<file path="config.mk">
export PLATFORM = sky130hd
export DESIGN_NAME = vga_sync_ctrl_flat
export DESIGN_NICKNAME = d
export VERILOG_FILES = /design/src/rtl/vga_sync_ctrl_pkg.sv /design/src/rtl/vga_sync_ctrl_if.sv /design/src/rtl/vga_sync_ctrl_cnt.sv /design/src/rtl/vga_sync_ctrl.sv /design/src/flat_wrapper.sv
export SDC_FILE = /design/constraint.sdc
export NUM_CORES = 1
export LEC_CHECK = 0
export BUFFER_PORTS_ARGS = -buffer_cell sky130_fd_sc_hd__buf_2
export CAP_MARGIN = 15
export CORE_ASPECT_RATIO = 2
export CORE_MARGIN = 5
export CORE_UTILIZATION = 55
export CTS_CLUSTER_DIAMETER = 50
export CTS_CLUSTER_SIZE = 12
export DETAILED_ROUTE_END_ITERATION = 10
export HOLD_SLACK_MARGIN = 0.1
export PLACE_DENSITY = 0.85
export SLEW_MARGIN = 10
export SYNTH_ARGS = -nofsm -noshare
export SYNTH_HDL_FRONTEND = slang
export SYNTH_SLANG_ARGS = --single-unit
</file>
<file path="constraint.sdc">
create_clock -name clk -period 2.8 [get_ports clk]
set_input_delay 0.7 -clock clk [delete_from_list [all_inputs] [get_ports clk]]
set_output_delay 0.7 -clock clk [all_outputs]
set_load 0.1 [all_outputs]
</file>
<file path="src/rtl/vga_sync_ctrl_pkg.sv">
// Shared types and default timing for the VGA raster sequencer.
package vga_sync_ctrl_pkg;

    // Per-axis scan phase; the encoding is fixed so downstream decode stays stable.
    typedef enum logic [1:0] {
        PH_ACT  = 2'd0,
        PH_FP   = 2'd1,
        PH_SYNC = 2'd2,
        PH_BP   = 2'd3
    } phase_e;

    // Default 640x480@60 timing.
    localparam int DEF_H_ACTIVE = 640;
    localparam int DEF_H_FP     = 16;
    localparam int DEF_H_SYNC   = 96;
    localparam int DEF_H_BP     = 48;
    localparam int DEF_V_ACTIVE = 480;
    localparam int DEF_V_FP     = 10;
    localparam int DEF_V_SYNC   = 2;
    localparam int DEF_V_BP     = 33;

    // Phase to enter after an advancing tick at count cnt. The phase is left when
    // the count sits on the phase's last value.
    function automatic phase_e phase_next(phase_e ph, int cnt,
                                          int n_act, int n_fp, int n_sync, int n_bp);
        phase_e nxt;
        nxt = ph;
        case (ph)
            PH_ACT:  if (cnt == n_act - 1)                       nxt = PH_FP;
            PH_FP:   if (cnt == n_act + n_fp - 1)                nxt = PH_SYNC;
            PH_SYNC: if (cnt == n_act + n_fp + n_sync - 1)       nxt = PH_BP;
            PH_BP:   if (cnt == n_act + n_fp + n_sync + n_bp - 1) nxt = PH_ACT;
            default:                                             nxt = PH_ACT;
        endcase
        return nxt;
    endfunction

endpackage

</file>
<file path="src/rtl/vga_sync_ctrl_if.sv">
// Control inputs and raster outputs of the VGA sync controller.
interface vga_sync_ctrl_if #(
    parameter int H_WIDTH = 10,
    parameter int V_WIDTH = 10
);
    logic               i_sclr;
    logic               i_en;
    logic [H_WIDTH-1:0] o_hcnt;
    logic [V_WIDTH-1:0] o_vcnt;
    logic               o_hsync;
    logic               o_vsync;
    logic               o_de;
    logic               o_frame_start;

    // Driver side (pixel-tick source / pipeline).
    modport master (
        output i_sclr, i_en,
        input  o_hcnt, o_vcnt, o_hsync, o_vsync, o_de, o_frame_start
    );

    // Sync controller side.
    modport slave (
        input  i_sclr, i_en,
        output o_hcnt, o_vcnt, o_hsync, o_vsync, o_de, o_frame_start
    );
endinterface

</file>
<file path="src/rtl/vga_sync_ctrl_cnt.sv">
// Mod-ULIMIT counter with sync clear, enable and async active-low reset.
// o_wrap flags the enabled tick that rolls the count back to 0.
module counterN_en_arst #(
    parameter int ULIMIT = 800,
    parameter int WIDTH  = 10
) (
    input  logic             clk,
    input  logic             i_rst_n,
    input  logic             i_sclr,
    input  logic             i_en,
    output logic [WIDTH-1:0] o_cnt,
    output logic             o_wrap
);
    logic [WIDTH-1:0] r_cnt;
    logic             w_last;

    assign w_last = (r_cnt == WIDTH'(ULIMIT - 1));
    assign o_wrap = i_en & w_last;
    assign o_cnt  = r_cnt;

    // Count register: clear wins over enable, wrap at ULIMIT-1.
    always_ff @(posedge clk or negedge i_rst_n) begin
        if (!i_rst_n)    r_cnt <= '0;
        else if (i_sclr) r_cnt <= '0;
        else if (i_en)   r_cnt <= w_last ? '0 : r_cnt + 1'b1;
    end
endmodule

</file>
<file path="src/rtl/vga_sync_ctrl.sv">
// VGA raster sequencer: chained column/line counters, per-axis phase FSMs and
// registered sync/enable/frame-start outputs aligned with the counts.
module vga_sync_ctrl
    import vga_sync_ctrl_pkg::*;
#(
    parameter int H_ACTIVE = DEF_H_ACTIVE,
    parameter int H_FP     = DEF_H_FP,
    parameter int H_SYNC   = DEF_H_SYNC,
    parameter int H_BP     = DEF_H_BP,
    parameter int V_ACTIVE = DEF_V_ACTIVE,
    parameter int V_FP     = DEF_V_FP,
    parameter int V_SYNC   = DEF_V_SYNC,
    parameter int V_BP     = DEF_V_BP,
    parameter int H_WIDTH  = 10,
    parameter int V_WIDTH  = 10,
    parameter bit SYNC_POL = 1'b0
) (
    input  logic           clk,
    input  logic           i_rst_n,
    vga_sync_ctrl_if.slave bus
);
    localparam int H_TOTAL = H_ACTIVE + H_FP + H_SYNC + H_BP;
    localparam int V_TOTAL = V_ACTIVE + V_FP + V_SYNC + V_BP;

    logic [H_WIDTH-1:0] w_hcnt;
    logic [V_WIDTH-1:0] w_vcnt;
    logic               w_hwrap;
    logic               w_vwrap;
    phase_e             r_hph, r_vph, w_hph_nxt, w_vph_nxt;
    logic               r_hsync, r_vsync, r_de, r_fs;

    counterN_en_arst #(.ULIMIT(H_TOTAL), .WIDTH(H_WIDTH)) u_hcnt (
        .clk    (clk),
        .i_rst_n(i_rst_n),
        .i_sclr (bus.i_sclr),
        .i_en   (bus.i_en),
        .o_cnt  (w_hcnt),
        .o_wrap (w_hwrap)
    );

    // Line counter only steps on the column wrap.
    counterN_en_arst #(.ULIMIT(V_TOTAL), .WIDTH(V_WIDTH)) u_vcnt (
        .clk    (clk),
        .i_rst_n(i_rst_n),
        .i_sclr (bus.i_sclr),
        .i_en   (w_hwrap),
        .o_cnt  (w_vcnt),
        .o_wrap (w_vwrap)
    );

    // Phase state registers for both axes.
    always_ff @(posedge clk or negedge i_rst_n) begin
        if (!i_rst_n) begin
            r_hph <= PH_ACT;
            r_vph <= PH_ACT;
        end else begin
            r_hph <= w_hph_nxt;
            r_vph <= w_vph_nxt;
        end
    end

    // Next phase: H advances on a pixel tick, V only on an H wrap tick.
    always_comb begin
        w_hph_nxt = r_hph;
        w_vph_nxt = r_vph;
        if (bus.i_sclr) begin
            w_hph_nxt = PH_ACT;
            w_vph_nxt = PH_ACT;
        end else begin
            if (bus.i_en)
                w_hph_nxt = phase_next(r_hph, int'(w_hcnt), H_ACTIVE, H_FP, H_SYNC, H_BP);
            if (w_hwrap)
                w_vph_nxt = phase_next(r_vph, int'(w_vcnt), V_ACTIVE, V_FP, V_SYNC, V_BP);
        end
    end

    // Outputs load the decode of the next phases so they line up with the counts.
    always_ff @(posedge clk or negedge i_rst_n) begin
        if (!i_rst_n) begin
            r_hsync <= ~SYNC_POL;
            r_vsync <= ~SYNC_POL;
            r_de    <= 1'b1;
            r_fs    <= 1'b0;
        end else begin
            r_hsync <= (w_hph_nxt == PH_SYNC) ? SYNC_POL : ~SYNC_POL;
            r_vsync <= (w_vph_nxt == PH_SYNC) ? SYNC_POL : ~SYNC_POL;
            r_de    <= (w_hph_nxt == PH_ACT) && (w_vph_nxt == PH_ACT);
            r_fs    <= ~bus.i_sclr & w_vwrap;
        end
    end

    assign bus.o_hcnt        = w_hcnt;
    assign bus.o_vcnt        = w_vcnt;
    assign bus.o_hsync       = r_hsync;
    assign bus.o_vsync       = r_vsync;
    assign bus.o_de          = r_de;
    assign bus.o_frame_start = r_fs;
endmodule

</file>
<file path="src/flat_wrapper.sv">
// flat-port wrapper written by rule: the top's interface ports become plain ports
module vga_sync_ctrl_flat import vga_sync_ctrl_pkg::*;
#(
    parameter int H_ACTIVE = DEF_H_ACTIVE,
    parameter int H_FP     = DEF_H_FP,
    parameter int H_SYNC   = DEF_H_SYNC,
    parameter int H_BP     = DEF_H_BP,
    parameter int V_ACTIVE = DEF_V_ACTIVE,
    parameter int V_FP     = DEF_V_FP,
    parameter int V_SYNC   = DEF_V_SYNC,
    parameter int V_BP     = DEF_V_BP,
    parameter int H_WIDTH  = 10,
    parameter int V_WIDTH  = 10,
    parameter bit SYNC_POL = 1'b0
)
  (clk, i_rst_n, bus_i_sclr, bus_i_en, bus_o_hcnt, bus_o_vcnt, bus_o_hsync, bus_o_vsync, bus_o_de, bus_o_frame_start);
  vga_sync_ctrl_if #(.H_WIDTH(H_WIDTH), .V_WIDTH(V_WIDTH)) bus_i ();
  input  logic clk;
  input  logic i_rst_n;
  input wire logic [$bits(bus_i.i_sclr)-1:0] bus_i_sclr;
  input wire logic [$bits(bus_i.i_en)-1:0] bus_i_en;
  output wire logic [$bits(bus_i.o_hcnt)-1:0] bus_o_hcnt;
  output wire logic [$bits(bus_i.o_vcnt)-1:0] bus_o_vcnt;
  output wire logic [$bits(bus_i.o_hsync)-1:0] bus_o_hsync;
  output wire logic [$bits(bus_i.o_vsync)-1:0] bus_o_vsync;
  output wire logic [$bits(bus_i.o_de)-1:0] bus_o_de;
  output wire logic [$bits(bus_i.o_frame_start)-1:0] bus_o_frame_start;
  assign bus_i.i_sclr = bus_i_sclr;
  assign bus_i.i_en = bus_i_en;
  assign bus_o_hcnt = bus_i.o_hcnt;
  assign bus_o_vcnt = bus_i.o_vcnt;
  assign bus_o_hsync = bus_i.o_hsync;
  assign bus_o_vsync = bus_i.o_vsync;
  assign bus_o_de = bus_i.o_de;
  assign bus_o_frame_start = bus_i.o_frame_start;
  vga_sync_ctrl #(.H_ACTIVE(H_ACTIVE), .H_FP(H_FP), .H_SYNC(H_SYNC), .H_BP(H_BP), .V_ACTIVE(V_ACTIVE), .V_FP(V_FP), .V_SYNC(V_SYNC), .V_BP(V_BP), .H_WIDTH(H_WIDTH), .V_WIDTH(V_WIDTH), .SYNC_POL(SYNC_POL)) u_core (.clk(clk), .i_rst_n(i_rst_n), .bus(bus_i));
endmodule
</file>
==> impl_metrics.csv, run 1 <==
group,metric,value,unit
route,wirelength,3615,um
die,die_h,85.54,um
sta,fin_ws,0.6718,ns
min_path,hold_class,"input port to asynchronous set/reset pin",
die,die_w,47.77,um
pwr,power_switching,0.1704,mW
sta,period_share,76.01,%
die,die-area,4086,um^2
route,vias,1375,
synth,synth_area_per_cell,9.395,um^2
pwr,ir_drop,292.8,uV
synth,synthTopCellsByArea,"dfrtp_1, dfstp_2, nor2_1",
placement,dp_hpwl,2767,um
sta,tightest_slew,0.6198,ns
layout,nNetsFinal,202,
grt,grt_pass1_wl,6251,um
placement,port_buffers,27,
run,maxCapViolations,0,
clocking,cts_tree,"done",
grt,grt_use_total,20.68,%
clocking,numCtsBuffers,3,
synth,syn_area,1569,um^2
grt,antenna_found_initial,0,
route,drtIter0Drc,44,
die,rows,27,
sta,fmax,0.4699,GHz
sta,hold_violations,0,
sta,finalClockSkew,0.007211,ns
sta,report.final.slew_viol_count,0,
clocking,hold_buffers,0,
synth,syn_nets,175,
critical_path,slowest_stage,"dfrtp_1",
critical_path,cp_num_buf_inv,0,
critical_path,required,3.00,ns
critical_path,crit_path_start_kind,"flip-flop",
clocking,cts-root-buf,"clkbuf_8",
clocking,cts_resized,0,
synth,yosysUniqueCellTypes,43,
placement,post-place-ws,0.5534,ns
clocking,cts_num_sinks,28,
clocking,cts_htree_levels,1,
grt,grt_max_degree,29,
critical_path,crit_path_end_kind,"flip-flop",
clocking,clock_path_buffers,2,
synth,synth_edf_count,0,
critical_path,path_cells,"ha_1 -> nand4_4 -> nor3_2 -> nand2_1 -> o32a_1 -> or3_1",
synth,ys.flop_type,"dfrtp_1",
sta,grt_setup_unrepaired,"false",
layout,syn_to_final_growth,12.44,%
sta,fin_hold_ws,0.4292,ns
placement,gp_congestion,0.9232,
pwr,cellLeakagePower,0.7659,nW
pwr,power.density,390.8,nW/um^2
synth,yosysWarnings,0,
sta,maxSlewHeadroom,58.68,%
synth,synth.top_cells.by_count,"dfrtp_1, nor2_1, nand2_1",
clocking,insertion_delay,0.28,ns
route,wire_per_inst,16.28,um
critical_path,critPathKind,"flip-flop to flip-flop",
critical_path,critPathMaxFanout,7,
critical_path,slowest_delay,0.44,ns
layout,finish.utilization,64.47,%
grt,grt_pass1_vias,1340,
pwr,finalPower,0.6894,mW
synth,synthArstFlopShare,100.0,%
critical_path,path_delay_family,"simple AND/OR/NAND/NOR gates",
synth,synth_top_cell_by_area,"dfrtp_1",
sta,period_minus_slack,2.128,ns
pwr,clockPowerShare,32.3,%
synth,yosysMostFrequentCell,"dfrtp_1",
die,ios,28,
route,vias_per_cell,6.194,
synth,synth_top_area_share,39.87,%
pwr,p_sw_share,24.72,%
die,start_util,57.34,%
synth,synth_seq_cells,28,
pwr,p_int,0.5190,mW
route,route.detailed.drc,0,
clocking,clk_pin_slew,0.09,ns
pwr,pwr-share-comb,8.0,%
layout,num_antenna_cells,0,
grt,globalRouteOverflowTotal,0,
status,outcome,"completed",
synth,syn_inst,167,
route,ant_nets,0,
die,coreArea,2736,um^2
layout,drive_gt1_share,21.24,%
route,drtPass1Iterations,4,
synth,seq_area_frac_synth,44.90,%
sta,setup_viol,0,
clocking,post_cts_buffers,0,
sta,fin_tns_setup,0,ns
critical_path,cp.arrival,2.33,ns
pwr,pwr-share-seq,59.7,%
per-stage QoR:
stage | cell area [um^2] | std cells
after detailed placement | 1719 | 218
after CTS | 1764 | 222
after global placement | 1719 | 218
final | 1764 | 222
after global routing | 1764 | 222
after floorplan | 1569 | 167
layout make-up:
class                   instances  area, um^2
multi-input cells             127       813.3
clock buffers                   4       45.04
well taps                      29       36.28
fillers                       218       972.2
repair buffers                 28       142.6
inverters                       6       22.52
flip-flops and latches         28       704.4
final timing paths:
check	from	endpoint	slack (ns)	depth (start not counted)
worst max-delay path	u_core.u_hcnt.o_cnt[0]$_DFFE_PN0P_	u_core.bus.o_vsync$_DFF_PN1_	0.67	6
worst min-delay path	i_rst_n	u_core.u_vcnt.o_cnt[6]$_DFFE_PN0P_	0.43	1
worst max register to register	u_core.u_hcnt.o_cnt[0]$_DFFE_PN0P_	u_core.bus.o_vsync$_DFF_PN1_	0.67	6
worst min register to register	u_core.u_vcnt.o_cnt[1]$_DFFE_PN0P_	u_core.u_vcnt.o_cnt[1]$_DFFE_PN0P_	0.60	2
max in group asynchronous	i_rst_n	u_core.u_vcnt.o_cnt[8]$_DFFE_PN0P_	1.97	1
min in group clk	u_core.u_vcnt.o_cnt[1]$_DFFE_PN0P_	u_core.u_vcnt.o_cnt[1]$_DFFE_PN0P_	0.60	2
power groups by stage:
stage / Sequential, mW / Combinational [mW] / Clock (mW)
after floorplan: 0.439 / 0.0163 / 0
after global routing: 0.413 / 0.0605 / 0.243
final: 0.412 / 0.0553 / 0.222
after detailed placement: 0.419 / 0.0559 / 0
after CTS: 0.412 / 0.0559 / 0.223
after global placement: 0.419 / 0.0537 / 0
state kept, by name, summed over array words and instances, names as in the netlist:
name,count
u_core.bus.o_de,1
u_core.r_hph,2
u_core.bus.o_frame_start,1
u_core.bus.o_hsync,1
u_core.u_vcnt.o_cnt,10
u_core.u_hcnt.o_cnt,10
u_core.bus.o_vsync,1
u_core.r_vph,2
placed cells by master, fill, tap and decap left out, types with 2 or more instances in the layout:
cell,count
nor2_1,20
dfrtp_1,25
o21ai_0,5
o22ai_1,2
and2_1,2
nand3_1,7
a21oi_1,10
xnor2_1,5
nor3_1,6
buf_2,27
nand4_1,7
nand2b_1,3
or3_1,7
and3_1,2
nand2_1,16
nand3b_1,2
xor2_1,7
dfstp_2,3
clkbuf_8,3
ha_1,4
inv_1,6
cells by family after synthesis:
family	after synthesis	synth area share (%)
adders and majority gates	4	3.190
buffers and inverters	12	3.269
xor gates and xnor gates	12	6.699
DFF	28	44.90
and+or+nand+nor	87	32.46
AOI/OAI and AO/OA	24	9.490
layer usage:
layer	up-vias	wire (um)	GRT usage (%)
li1	646	-	-
met1	671	1273	23.37
met4	0	117	10.29
met5	-	0	0
met3	11	206	3.571
met2	47	2017	34.86
(Power assumes the default switching activity.)
==> inputs of run 2 (changes only) <==
==> constraint.sdc (replaced) <==
create_clock -name clk -period 2.23 [get_ports clk]
set_input_delay 0.5575 -clock clk [delete_from_list [all_inputs] [get_ports clk]]
set_output_delay 0.5575 -clock clk [all_outputs]
set_load 0.1 [all_outputs]
==> run 2 against run 1 <==
Net effect:
- clock-buffer cell count unchanged
- sequential power increased by 26%
- non-clock buffer count increased by 1
- utilization increased by 1.3 points
- sequential share of layout area increased by 0.79 points
- maximum frequency increased by 0.68%
- worst setup slack got worse by 0.56 ns
- first-iteration DRC count increased by 41%
- clock power increased by 26%
- critical path depth unchanged
- global-route usage increased by 0.22 points
==> impl_metrics.csv, run 2 (synthesis results as in run 1) <==
group,metric,value,unit
critical_path,cp.arrival,2.31,ns
route,vias,1369,
grt,grtUsageMet3,3.571,%
clocking,post_cts_buffers,0,
route,drtIter0Drc,62,
grt,antenna_found_initial,0,
critical_path,worstReg2RegEnd,"u_core.bus.o_vsync$_DFF_PN1_",
min_path,hold_class,"input port to asynchronous set/reset pin",
pwr,power.density,482.4,nW/um^2
critical_path,regToRegSetupSlack,0.12,ns
die,rows,27,
layout,final_cell_mix,"buf_2, nor2_1, dfrtp_2",
layout,syn_to_final_growth,14.75,%
sta,tightest_slew,0.5945,ns
grt,grt_util_met1,22.21,%
sta,period_share,94.79,%
clocking,numCtsBuffers,3,
sta,finalClockSkew,0.005348,ns
placement,gp_congestion,0.8858,
route,wirelength,3662,um
sta,hold_violations,0,
die,coreArea,2736,um^2
die,die_w,47.77,um
grt,met2_usage,36.07,%
clocking,hold_buffers,0,
sta,report.final.slew_viol_count,0,
sta,period_minus_slack,2.114,ns
grt,grt.busiest_layer,"met2",
critical_path,slowest_stage,"dfrtp_4",
route,ant_nets,0,
critical_path,crit_path_end_kind,"flip-flop",
critical_path,reg2reg_depth,6,
sta,grt_setup_unrepaired,"false",
clocking,cts-root-buf,"clkbuf_8",
route,vias_per_cell,6.139,
layout,drive_gt1_share,31.44,%
layout,final_common_cell,"buf_2",
clocking,cts_num_sinks,28,
sta,fmax,0.4731,GHz
die,die_h,85.54,um
grt,grt_pass1_wl,6313,um
die,start_util,57.34,%
pwr,cellLeakagePower,0.7389,nW
die,die-area,4086,um^2
critical_path,slowest_delay,0.45,ns
grt,grt_max_degree,29,
critical_path,required,2.43,ns
grt,grt_pass1_vias,1441,
status,outcome,"completed",
route,wire_per_inst,16.42,um
sta,setup_viol,0,
pwr,finalPower,0.8686,mW
clocking,clock_path_buffers,2,
route,drtPass1Iterations,4,
clocking,cts_tree,"done",
critical_path,critPathKind,"flip-flop to flip-flop",
placement,dp_hpwl,2844,um
layout,nNetsFinal,203,
critical_path,critPathMaxFanout,7,
clocking,cts_htree_levels,1,
run,maxCapViolations,0,
critical_path,path_cells,"ha_1 -> nand4_4 -> nor3_2 -> nand2_1 -> o32a_1 -> or3_1",
critical_path,crit_path_start_kind,"flip-flop",
route,route.detailed.drc,0,
layout,num_antenna_cells,0,
grt,globalRouteOverflowTotal,0,
die,ios,28,
grt,grt_use_total,20.90,%
clocking,insertion_delay,0.28,ns
pwr,ir_drop,454.0,uV
critical_path,r2r_start,"u_core.u_hcnt.o_cnt[0]$_DFFE_PN0P_",
sta,maxSlewHeadroom,60.36,%
clocking,clk_pin_slew,0.09,ns
clocking,cts_resized,0,
sta,fin_tns_setup,0,ns
placement,port_buffers,27,
## run 2: per-stage QoR
stage	instance area, um^2	cells	setup slack (ns)	util [%]	hold slack, ns
after floorplan	1598	167	0.01497	-	0.2619
after CTS	1800	223	0.1293	65.80	0.3024
after global placement	1755	219	0.2013	64.15	0.5662
after detailed placement	1755	219	0.1470	64.15	0.5839
final	1800	223	0.1163	65.80	0.2799
after global routing	1800	223	0.008517	65.80	0.3310
## run 2: worst max-delay path: cells and delay by family, from the launching register on
family | cells | cell delay (ns)
and+or+nand+nor | 4 | 0.93
DFF | 1 | 0.45
AOI/OAI and AO/OA | 1 | 0.38
adders and majority gates | 1 | 0.28
## run 2: per-layer routing
metal / up-vias / wire [um] / share of wire, %
met4: 0 / 130 / 3.5
met1: 673 / 1265 / 35
li1: 648 / - / -
met5: - / 0 / 0
met2: 35 / 2113 / 58
met3: 13 / 152 / 4.2
## run 2: how the worst max path moves through the flow
stage	startpoint	end	slack [ns]	cells past startpoint
5_1_grt	u_core.u_hcnt.o_cnt[0]$_DFFE_PN0P_	u_core.bus.o_vsync$_DFF_PN1_	0.009	6
6_report	u_core.u_hcnt.o_cnt[0]$_DFFE_PN0P_	u_core.bus.o_vsync$_DFF_PN1_	0.12	6
2_1_floorplan	u_core.u_hcnt.o_cnt[1]$_DFFE_PN0P_	u_core.bus.o_vsync$_DFF_PN1_	0.01	6
3_3_place_gp	bus_i_en	u_core.bus.o_vsync$_DFF_PN1_	0.20	6
4_1_cts	u_core.u_hcnt.o_cnt[0]$_DFFE_PN0P_	u_core.bus.o_vsync$_DFF_PN1_	0.13	6
3_5_place_dp	bus_i_en	u_core.bus.o_vsync$_DFF_PN1_	0.15	6
## run 2: power by group
part	internal [mW]	switching, mW	total (mW)
registers	0.513	0.00592	0.519
clock network	0.128	0.152	0.280
logic	0.0132	0.0564	0.0696
total	0.655	0.214	0.869
## run 2: final cells by class
class	instances	area, um^2
multi-input cells	127	813.3
well taps	29	36.28
repair buffers	29	150.1
clock buffers	4	45.04
flip-flops and latches	28	733.2
fillers	214	935.9
inverters	6	22.52
